===== src/rtl/pipeline_ctrl_pkg.sv =====
// Shared definitions for the pipeline control blocks: FSM state encodings
// and the register-address width.
package pipeline_ctrl_pkg;

  localparam int REG_ADDR_W = 5;

  typedef enum logic [1:0] {
    ST_IDLE  = 2'b00,
    ST_STALL = 2'b01
  } state_e;

endpackage


===== src/rtl/hazard_control_unit_sat_counter.sv =====
// Saturating up-counter used for the stall/flush performance event counts.
module sat_counter #(
  parameter int W = 16
) (
  input  logic         clk_i,
  input  logic         rst_i,
  input  logic         inc_i,
  output logic [W-1:0] cnt_o
);

  logic [W-1:0] r_cnt;

  // Holds at all-ones instead of wrapping so long runs stay meaningful.
  always_ff @(posedge clk_i) begin
    if (rst_i) begin
      r_cnt <= '0;
    end else if (inc_i && (r_cnt != '1)) begin
      r_cnt <= r_cnt + W'(1);
    end
  end

  assign cnt_o = r_cnt;

endmodule


===== src/rtl/hazard_control_unit.sv =====
// Load-use stall and taken-branch flush controller for the 5-stage pipeline,
// with saturating stall/flush event counters.
module hazard_control_unit
  import pipeline_ctrl_pkg::*;
#(
  parameter int LOAD_STALL_CYCLES = 1,
  parameter int CNT_W             = 16
) (
  input  logic                  clk_i,
  input  logic                  rst_i,
  input  logic [REG_ADDR_W-1:0] RSaddr_IFID_i,
  input  logic [REG_ADDR_W-1:0] RTaddr_IFID_i,
  input  logic                  UseRS_i,
  input  logic                  UseRT_i,
  input  logic                  MemRead_IDEX_i,
  input  logic [REG_ADDR_W-1:0] WriteReg_IDEX_i,
  input  logic                  Branch_taken_MEM_i,
  output logic                  PC_write_o,
  output logic                  IFID_write_o,
  output logic                  IFID_flush_o,
  output logic                  IDEX_flush_o,
  output logic                  EXMEM_flush_o,
  output logic [1:0]            State_o,
  output logic [CNT_W-1:0]      Stall_cnt_o,
  output logic [CNT_W-1:0]      Flush_cnt_o
);

  localparam logic [3:0] STALL_INIT = 4'(LOAD_STALL_CYCLES - 1);

  state_e     r_state;
  logic [3:0] r_rem;
  logic       w_hazard;
  logic       w_stallEvt;
  logic       w_flushEvt;

  // Register $0 is hard-wired zero, so a load targeting it never creates a dependency.
  assign w_hazard = MemRead_IDEX_i && (WriteReg_IDEX_i != '0) &&
                    ((UseRS_i && (WriteReg_IDEX_i == RSaddr_IFID_i)) ||
                     (UseRT_i && (WriteReg_IDEX_i == RTaddr_IFID_i)));

  always_comb begin
    PC_write_o    = 1'b1;
    IFID_write_o  = 1'b1;
    IFID_flush_o  = 1'b0;
    IDEX_flush_o  = 1'b0;
    EXMEM_flush_o = 1'b0;
    w_stallEvt    = 1'b0;
    w_flushEvt    = 1'b0;
    if (rst_i) begin
      w_stallEvt = 1'b0;
    end else if (Branch_taken_MEM_i) begin
      IFID_flush_o  = 1'b1;
      IDEX_flush_o  = 1'b1;
      EXMEM_flush_o = 1'b1;
      w_flushEvt    = 1'b1;
    end else if ((r_state == ST_STALL) || ((r_state == ST_IDLE) && w_hazard)) begin
      PC_write_o   = 1'b0;
      IFID_write_o = 1'b0;
      IDEX_flush_o = 1'b1;
      w_stallEvt   = 1'b1;
    end
  end

  // A taken branch abandons any pending stall; the dependent instruction is flushed anyway.
  always_ff @(posedge clk_i) begin
    if (rst_i || Branch_taken_MEM_i) begin
      r_state <= ST_IDLE;
      r_rem   <= 4'd0;
    end else begin
      case (r_state)
        ST_IDLE: begin
          if (w_hazard && (LOAD_STALL_CYCLES > 1)) begin
            r_state <= ST_STALL;
            r_rem   <= STALL_INIT;
          end
        end
        ST_STALL: begin
          if (r_rem == 4'd1) begin
            r_state <= ST_IDLE;
            r_rem   <= 4'd0;
          end else begin
            r_rem <= r_rem - 4'd1;
          end
        end
        default: begin
          r_state <= ST_IDLE;
          r_rem   <= 4'd0;
        end
      endcase
    end
  end

  assign State_o = r_state;

  sat_counter #(.W(CNT_W)) u_stallCnt (
    .clk_i (clk_i),
    .rst_i (rst_i),
    .inc_i (w_stallEvt),
    .cnt_o (Stall_cnt_o)
  );

  sat_counter #(.W(CNT_W)) u_flushCnt (
    .clk_i (clk_i),
    .rst_i (rst_i),
    .inc_i (w_flushEvt),
    .cnt_o (Flush_cnt_o)
  );

endmodule


===== config.mk =====
export PLATFORM = sky130hd
export DESIGN_NAME = hazard_control_unit
export DESIGN_NICKNAME = d
export VERILOG_FILES = /design/src/rtl/pipeline_ctrl_pkg.sv /design/src/rtl/hazard_control_unit_sat_counter.sv /design/src/rtl/hazard_control_unit.sv
export SDC_FILE = /design/constraint.sdc
export NUM_CORES = 1
export LEC_CHECK = 0
export CORE_MARGIN = 5
export CORE_UTILIZATION = 40
export DETAILED_ROUTE_END_ITERATION = 16
export GPL_ROUTABILITY_DRIVEN = 0
export GPL_TIMING_DRIVEN = 0
export HOLD_SLACK_MARGIN = 0.15
export PLACE_DENSITY_LB_ADDON = 0.25
export SETUP_SLACK_MARGIN = 0.3
export SYNTH_ARGS = -nofsm -noshare
export SYNTH_HDL_FRONTEND = slang
export SYNTH_HIERARCHICAL = 1
export SYNTH_SLANG_ARGS = --single-unit

===== constraint.sdc =====
create_clock -name clk_i -period 8.35 [get_ports clk_i]
set_input_delay 2.505 -clock clk_i [delete_from_list [all_inputs] [get_ports clk_i]]
set_output_delay 2.505 -clock clk_i [all_outputs]
set_load 0.01 [all_outputs]

Yosys cells after proc, flatten, opt, wreduce, memory -nomap -nowiden

Cells that the tools add are included.

Reductions and logical operators: 13
Multiplexer cells: 14
Bitwise logic cells: 1
Eq/ne operators: 7
Add/subtract/negate cells: 3

Operators by type and width:

| cell                                                                    | count |
|---|---|
| 16-bit by 1-bit adder with 16-bit output, second input constant         | 2 |
| 16-bit inequality test, second input constant                           | 2 |
| 5-bit == test                                                           | 2 |
| 1-bit two-way mux                                                       | 10 |
| 4-bit case mux with 2 select lines                                      | 1 |
| 1-bit logical AND                                                       | 7 |
| 5-bit nonzero test                                                      | 1 |
| 4-bit by 1-bit == test with 1-bit output, second input constant         | 1 |
| 4-bit two-way mux                                                       | 1 |
| 2-bit case mux with 2 select lines                                      | 1 |
| 4-bit by 1-bit subtractor with 4-bit output, second input constant      | 1 |
| 1-bit logical OR                                                        | 3 |
| 2-bit by 1-bit == test with 1-bit output, second input constant         | 1 |
| 2-bit zero test                                                         | 1 |
| 2-bit two-way mux                                                       | 1 |
| 2-bit by 1-bit inequality test with 1-bit output, second input constant | 1 |
| 2-bit AND reduction                                                     | 1 |
| 1-bit NOT                                                               | 1 |

Word-level logic and storage cells: 42
Output and inout bits: 39
Bits of input ports: 21
Bits in registers: 38

Logic depth before layout (Yosys ltp)

Gate-level depths: netlist (run 1).

Word-level depth: 10
Mapped depth: 8
Mapped depth without buffers: 8

Cells and area by module

Netlist (run 1), hierarchy kept.

Modules (own cells, without submodules):

| module              | cells an instance | area an instance (µm²) | instances |
|---|---|---|---|
| sat_counter         | 99                | 848.3                  | 2 |
| hazard_control_unit | 26                | 198.9                  | 1 |

Least setup slack after synthesis (run 1)

No wires, ideal clock.

Kind: in2out
From: in WriteReg_IDEX_i[3]
To: out PC_write_o
Cell stages on the path: 5
Data arrival time: 3.636 ns
Required time: 5.845 ns
Buffers on the path: 1
Slack: 2.209 ns
Cell sequence: xor2_1 > nor4_2 > a32oi_1 > or3_1 > buf_4

Cells in the longest elaborated chain, start to end: 9
Elaborated cells on any way between the ends: 13
Classes of those cells: 2 x eq/ne; 3 x mux; 8 x reduce/logical

RTL lines:

| what                                        | RTL line                                             | text |
|---|---|---|
| start: declaration                          | hazard_control_unit.sv:16                            | `input logic [REG_ADDR_W-1:0] WriteReg_IDEX_i,` |
| 5-bit == test, on equally long branches     | hazard_control_unit.sv:38, hazard_control_unit.sv:39 |  |
| 1-bit logical AND, on equally long branches | hazard_control_unit.sv:38, hazard_control_unit.sv:39 |  |
| 1-bit logical OR                            | hazard_control_unit.sv:38                            | `((UseRS_i && (WriteReg_IDEX_i == RSaddr_IFID_i)) \|\|` |
| 1-bit logical AND *                         | hazard_control_unit.sv:37                            | `assign w_hazard = MemRead_IDEX_i && (WriteReg_IDEX_i != '0) &&` |
| 1-bit logical AND *                         | hazard_control_unit.sv:56                            | `end else if ((r_state == ST_STALL) \|\| ((r_state == ST_IDLE) && w_hazard)) begin` |
| 1-bit logical OR *                          | hazard_control_unit.sv:56                            |  |
| 1-bit two-way mux * (3 in a row)            | --                                                   |  |
| end: declaration                            | hazard_control_unit.sv:18                            | `output logic PC_write_o,` |

Every way passes the cells marked *; elsewhere a longest branch is shown, timed or not.

Worst setup path in the final report (run 1)

From: in WriteReg_IDEX_i[3]
To: out PC_write_o

Cells in the longest elaborated chain, start to end: 9
Elaborated cells on any way between the ends: 13
Classes of those cells: 2 x eq/ne; 3 x mux; 8 x reduce/logical

RTL lines:

| what                                        | RTL line                                             | text |
|---|---|---|
| 5-bit == test, on equally long branches     | hazard_control_unit.sv:38, hazard_control_unit.sv:39 |  |
| 1-bit logical AND, on equally long branches | hazard_control_unit.sv:38, hazard_control_unit.sv:39 |  |
| 1-bit logical OR                            | hazard_control_unit.sv:38                            |  |
| 1-bit logical AND *                         | hazard_control_unit.sv:37                            |  |
| 1-bit logical AND *                         | hazard_control_unit.sv:56                            |  |
| 1-bit logical OR *                          | hazard_control_unit.sv:56                            |  |
| 1-bit two-way mux *                         | hazard_control_unit.sv:56                            |  |
| 1-bit two-way mux *                         | hazard_control_unit.sv:51                            | `end else if (Branch_taken_MEM_i) begin` |
| 1-bit two-way mux *                         | hazard_control_unit.sv:49                            | `if (rst_i) begin` |

Marked as above.

==> flow_metrics.tcl, run 1 <==
set metrics [dict create \
    status "completed" \
    vias 1910 \
    holdWs_ns 0.530 \
    synth_common_cells "dfxtp_1 (32), a21oi_1 (20), or4_1 (15)" \
    synth_warnings 6 \
    fin_skew_ns 0.0100 \
    cp.arrival_ns 4.61 \
    fill_cells 440 \
    clockBufferDepth 2 \
    syn_avg_cell_area_sq_um 8.46 \
    dp.cells 336 \
    grt_first_pass_wirelength_microns 7610 \
    period_minus_slack_ns 7.12 \
    dominantRegCellSynth "dfxtp_1" \
    synth_area_leaders "dfxtp_1 (34%), or4_1 (5.9%), a21oi_1 (5.3%)" \
    fmaxAchievable_mhz 141 \
    dieArea_sq_um 6220 \
    start_util_pct 40.7 \
    synth_top_area_share_pct 33.8 \
    synth_most_common_cell "dfxtp_1" \
    synth_cells 224 \
    synth_cell_type_count 38 \
    antenna_cells 0 \
    seq_area_frac_synth_pct 33.8 \
    crit_path_max_fanout 3 \
    required_ns 5.85 \
    ant_nets 0 \
    cts_resized 0 \
    wl_per_cell_microns 13.8 \
    vdd_ir_drop_max_mv 0.0610 \
    p_per_area_nw_per_um2 112 \
    layout-drive-gt1-share_pct 7.61 \
    drc 0 \
    tightest_slew_ns 0.686 \
    cts_setup_buffers 0 \
    rsz0062_at_grt "no" \
    hp-class "reg2reg" \
    yosys_register_bits 32 \
    slew_viol_final 0 \
    grt_overflow 0 \
    antenna_found_initial 0 \
    worstSetupPathType "in2out" \
    coreArea_sq_um 4660 \
    fin_crit_sh_pct 85.2 \
    clk_pin_slew_ns 0.07 \
    finalWirelength_microns 4750 \
    cts_hold_buffers 0 \
    hpwl_microns 3550 \
    dr.pass1.iters 4 \
    cts_inserted_buffers 5 \
    setup_viol 0 \
    die_h_microns 78.8 \
    clock_latency_ns 0.28 \
    setup.worst_path.start_class "input pin" \
    port_buffers 57 \
    cts.sinks 32 \
    fin_nets 312 \
    grt_pass1_vias 1690 \
    p_leak_nw 0.843 \
    io_pins 60 \
    ctsRootBufferMaster "clkbuf_8" \
    worstSetupEndpointType "output port" \
    yosys.area.top_type "dfxtp_1" \
    tns_ns 0 \
    rows 25 \
    area_delta_synth_final_pct 38.2 \
    first_iter_violations 54 \
    stdcell_count 343 \
    synth_edf_count 0 \
    maxCapViolCount 0 \
    synth_area_sq_um 1900 \
    grt_usage_pct 15.1 \
    relSlewSlack_pct 53.7 \
    h-tree-depth 2 \
    grt_max_degree 11 \
    dieWidth_microns 78.8 \
    viasPerCell 5.57 \
    cts_tree "built" \
    async_flop_share_pct 0 \
    hold_viol 0 \
]
[cells by family (layout without fill, tap and decap cells)]
group / after synthesis / count (layout) / synth area share [%]
AOI/OAI and AO/OA: 49 / 49 / 15.9
xor gates and xnor gates: 14 / 14 / 6.47
adders and majority gates: 2 / 2 / 1.32
buffers and inverters: 18 / 82 / 4.49
DFF: 32 / 32 / 33.8
muxes: 4 / 4 / 2.24
other: 1 / 2 / 0.198
and+or+nand+nor: 104 / 104 / 35.6
[path summary, 6_finish.rpt]
check | from | to | slack [ns] | cells after the start
max | WriteReg_IDEX_i[3] | PC_write_o | 1.23 | 7
min | u_stallCnt/cnt_o[15] | u_stallCnt/cnt_o[15] | 0.53 | 2
max reg2reg | u_stallCnt/cnt_o[13] | u_stallCnt/cnt_o[1] | 6.54 | 5
min reg2reg | u_stallCnt/cnt_o[15] | u_stallCnt/cnt_o[15] | 0.53 | 2
[layout make-up]
| cell class | count | area (sq um) | area share, % |
|---|---|---|---|
| Sequential cell | 32 | 641 | 24.5 |
| Inverter | 6 | 22.5 | 0.860 |
| Clock inverter | 2 | 12.5 | 0.478 |
| Clock buffer | 5 | 68.8 | 2.63 |
| Buffer | 12 | 62.6 | 2.39 |
| Timing Repair Buffer | 57 | 571 | 21.8 |
| Tap cell | 54 | 67.6 | 2.58 |
| Multi-Input combinational cell | 175 | 1170 | 44.8 |
[worst max-delay path, stage by stage]
cell	delay (ns)
clkdlybuf4s50_1	0.47
xor2_1	0.19
nor4_2	0.27
a32oi_1	0.17
or3_1	0.39
buf_4	0.14
clkdlybuf4s50_1	0.47
[layer usage]
layer  vias up  part of all wire (%)  GRT usage, %  wire [microns]
met3         2                   4.6          4.20             220
met4         0                  0.61          4.64              29
met2        36                    47          25.8            2240
met1       892                    48          18.3            2260
met5         -                     0             0               0
li1        980                     -             -               -
[state kept, by name, summed over array words and instances, names as in the netlist]
signal            count
u_flushCnt/cnt_o     16
u_stallCnt/cnt_o     16
[placed cells by master (no fill, tap or decap), drive strengths merged, types with 6 or more instances in the layout]
master / n
xnor2: 6
nor2: 12
nor3: 9
clkdlybuf4s50: 57
clkbuf: 9
nand2: 14
nand4: 8
nand3: 12
or4: 15
nor4: 8
nor2b: 6
inv: 6
xor2: 8
o31ai: 12
dfxtp: 32
o21ai: 9
a21oi: 20
and4: 6
or3: 7
buf: 8
[report_power, final]
| group | switching, mW | internal (mW) |
|---|---|---|
| sequential | 0.000629 | 0.153 |
| clock | 0.0564 | 0.0564 |
| combinational | 0.0114 | 0.0156 |
[stage by stage]
step	setup WS [ns]	utilization, %	instance area (sq um)	power [mW]
floorplan	2.21	-	1900	0.168
global placement	1.24	54.4	2540	0.184
detailed placement	1.22	54.4	2540	0.184
CTS	1.22	56.2	2620	0.299
global route	1.11	56.2	2620	0.308
finish	1.23	56.2	2620	0.294
Note: power is estimated with default switching activity, not from simulation.
==> run 2, diff against run 1 <==
Settings changed: DONT_BUFFER_PORTS from default to 1, TNS_END_PERCENT from default to 30.
==> run 2 against run 1 <==
  * Combinational power down 51%
  * First-iteration DRC count fell by 7.4%
  * Via count fell by 11%
  * Largest cell class unchanged
  * Non-clock buffer count down 57
  * Critical path type unchanged
  * Critical endpoint unchanged
  * Die area stayed put
  * Clock-buffer cell count up 2
  * Sequential power about the same
  * Design area is 20% lower
  * Global-route usage is essentially flat
  * Sequential share of layout area increased by 6.1 points
  * Setup slack improved by 0.91 ns
==> flow_metrics.tcl, run 2 (same netlist as run 1, synthesis figures left out) <==
set metrics [dict create \
    die_h_microns 78.8 \
    antenna_cells 0 \
    vdd_ir_drop_max_mv 0.102 \
    tightest_slew_ns 0.821 \
    crit_path_max_fanout 3 \
    antenna_found_initial 0 \
    rsz0062_at_grt "no" \
    worstSetupPathType "in2out" \
    first_iter_violations 50 \
    r2r_start "u_stallCnt/cnt_o[8]" \
    dp_worst_setup_slack_ns 2.12 \
    start_util_pct 40.7 \
    wl_per_cell_microns 15.8 \
    cts_resized 0 \
    grt_usage_pct 15.1 \
    cts.sinks 32 \
    fin_nets 255 \
    fin_skew_ns 0.00468 \
    grt_max_degree 11 \
    rows 25 \
    h-tree-depth 2 \
    io_pins 60 \
    status "completed" \
    setup_viol 0 \
    layout-drive-gt1-share_pct 9.87 \
    grt_first_pass_wirelength_microns 7510 \
    slowest_stage "or3_1" \
    clockBufferDepth 2 \
    layout_common_cells "dfxtp_1 (32), a21oi_1 (20), or4_1 (15)" \
    viasPerCell 5.94 \
    fin_util_pct 44.9 \
    fmaxAchievable_mhz 161 \
    holdWs_ns 0.579 \
    hp-class "reg2reg" \
    p_leak_nw 0.661 \
    dieArea_sq_um 6220 \
    tns_ns 0 \
    min_from "u_flushCnt/cnt_o[9]" \
    clk_pin_slew_ns 0.07 \
    grt_overflow 0 \
    required_ns 5.85 \
    setup.worst_path.start_class "input pin" \
    grt_pass1_vias 1587 \
    power.total_uw 329 \
    cts_inserted_buffers 5 \
    cp_cell_sequence "xor2_1, nor4_2, a32oi_1, or3_1, buf_4" \
    clock_latency_ns 0.28 \
    cts_hold_buffers 0 \
    ant_nets 0 \
    timing.final.ws_setup_ns 2.14 \
    maxCapViolCount 0 \
    finalWirelength_microns 4520 \
    cp.arrival_ns 3.70 \
    ctsRootBufferMaster "clkbuf_8" \
    hpwl_microns 3430 \
    worstSetupEndpointType "output port" \
    hold_viol 0 \
    coreArea_sq_um 4660 \
    relSlewSlack_pct 45.1 \
    vias 1706 \
    area_delta_synth_final_pct 10.4 \
    critPathLaunch "WriteReg_IDEX_i[3]" \
    slew_viol_final 0 \
    max_stage_delay_ns 0.44 \
    p_per_area_nw_per_um2 157 \
    cts_tree "built" \
    fin_crit_sh_pct 74.3 \
    dr.pass1.iters 4 \
    cts_setup_buffers 0 \
    final_common_cell "dfxtp_1" \
    port_buffers 0 \
    drc 0 \
    fill_cells 452 \
    period_minus_slack_ns 6.21 \
    dieWidth_microns 78.8 \
]
==> run 2: cell count changes in the layout (fill, tap and decap cells not counted) <==
cell and delta:
clkinv_2 -1, clkinvlp_4 -1, bufinv_16 +1, clkbuf_8 +2, clkdlybuf4s50_1 -57
==> run 2: worst max-delay path: cells and delay by family <==
family                 cells  cell delay (ns)
AND/OR/NAND/NOR            2             0.70
buffers and inverters      1             0.17
AO/OA/AOI/OAI              1             0.17
XOR/XNOR                   1             0.15
==> run 2: per-stage QoR <==
step	cells	cell area, sq um
2_1_floorplan	225	1900
3_3_place_gp	279	1970
3_5_place_dp	279	1970
4_1_cts	287	2090
5_1_grt	287	2090
6_report	287	2090
==> run 2: metal layers <==
| metal | up-vias | global-route usage [%] | share of wire (%) |
|---|---|---|---|
| met4 | 0 | 4.64 | 0.62 |
| met5 | - | 0 | 0 |
| met2 | 47 | 24.2 | 47 |
| met3 | 2 | 5.90 | 8.0 |
| li1 | 865 | - | - |
| met1 | 792 | 18.6 | 44 |
==> run 2: layout make-up <==
type | count | area (sq um) | area share, %
buffer | 12 | 62.6 | 2.99
clock buffer | 7 | 96.3 | 4.60
clock inverter | 1 | 30.0 | 1.43
inverter | 6 | 22.5 | 1.08
multi-input combinational | 175 | 1170 | 56.1
sequential | 32 | 641 | 30.6
tap | 54 | 67.6 | 3.23
==> run 2: power breakdown <==
part	internal, mW	switching [mW]	leakage (nW)	total (mW)
sequential	0.153	0.000990	0.258	0.154
combinational	0.00549	0.00773	0.338	0.0132
clock	0.105	0.0567	0.0645	0.162
total	0.264	0.0654	0.661	0.329
==> run 2: final timing paths <==
kind / slack, ns / cells past startpoint / end
min reg2reg: 0.58 / 2 / u_flushCnt/cnt_o[9]
min: 0.58 / 2 / u_flushCnt/cnt_o[9]
max: 2.14 / 5 / PC_write_o
max reg2reg: 6.46 / 5 / u_stallCnt/cnt_o[1]
==> run 3, diff against run 2 <==
Clock period 8.35 ns to 5.5 ns, I/O delays scaled along.
==> results of run 3 <==
The final DEF is identical to that of run 2. Status: completed.
Main changes from that run: setup slack after placement 2.12 ns -> 0.980 ns; setup slack after layout 2.14 ns -> 1.00 ns; register-to-register setup slack 6.46 ns -> 3.61 ns; total power 0.329 mW -> 0.500 mW; worst IR drop on VDD 0.102 mV -> 0.155 mV
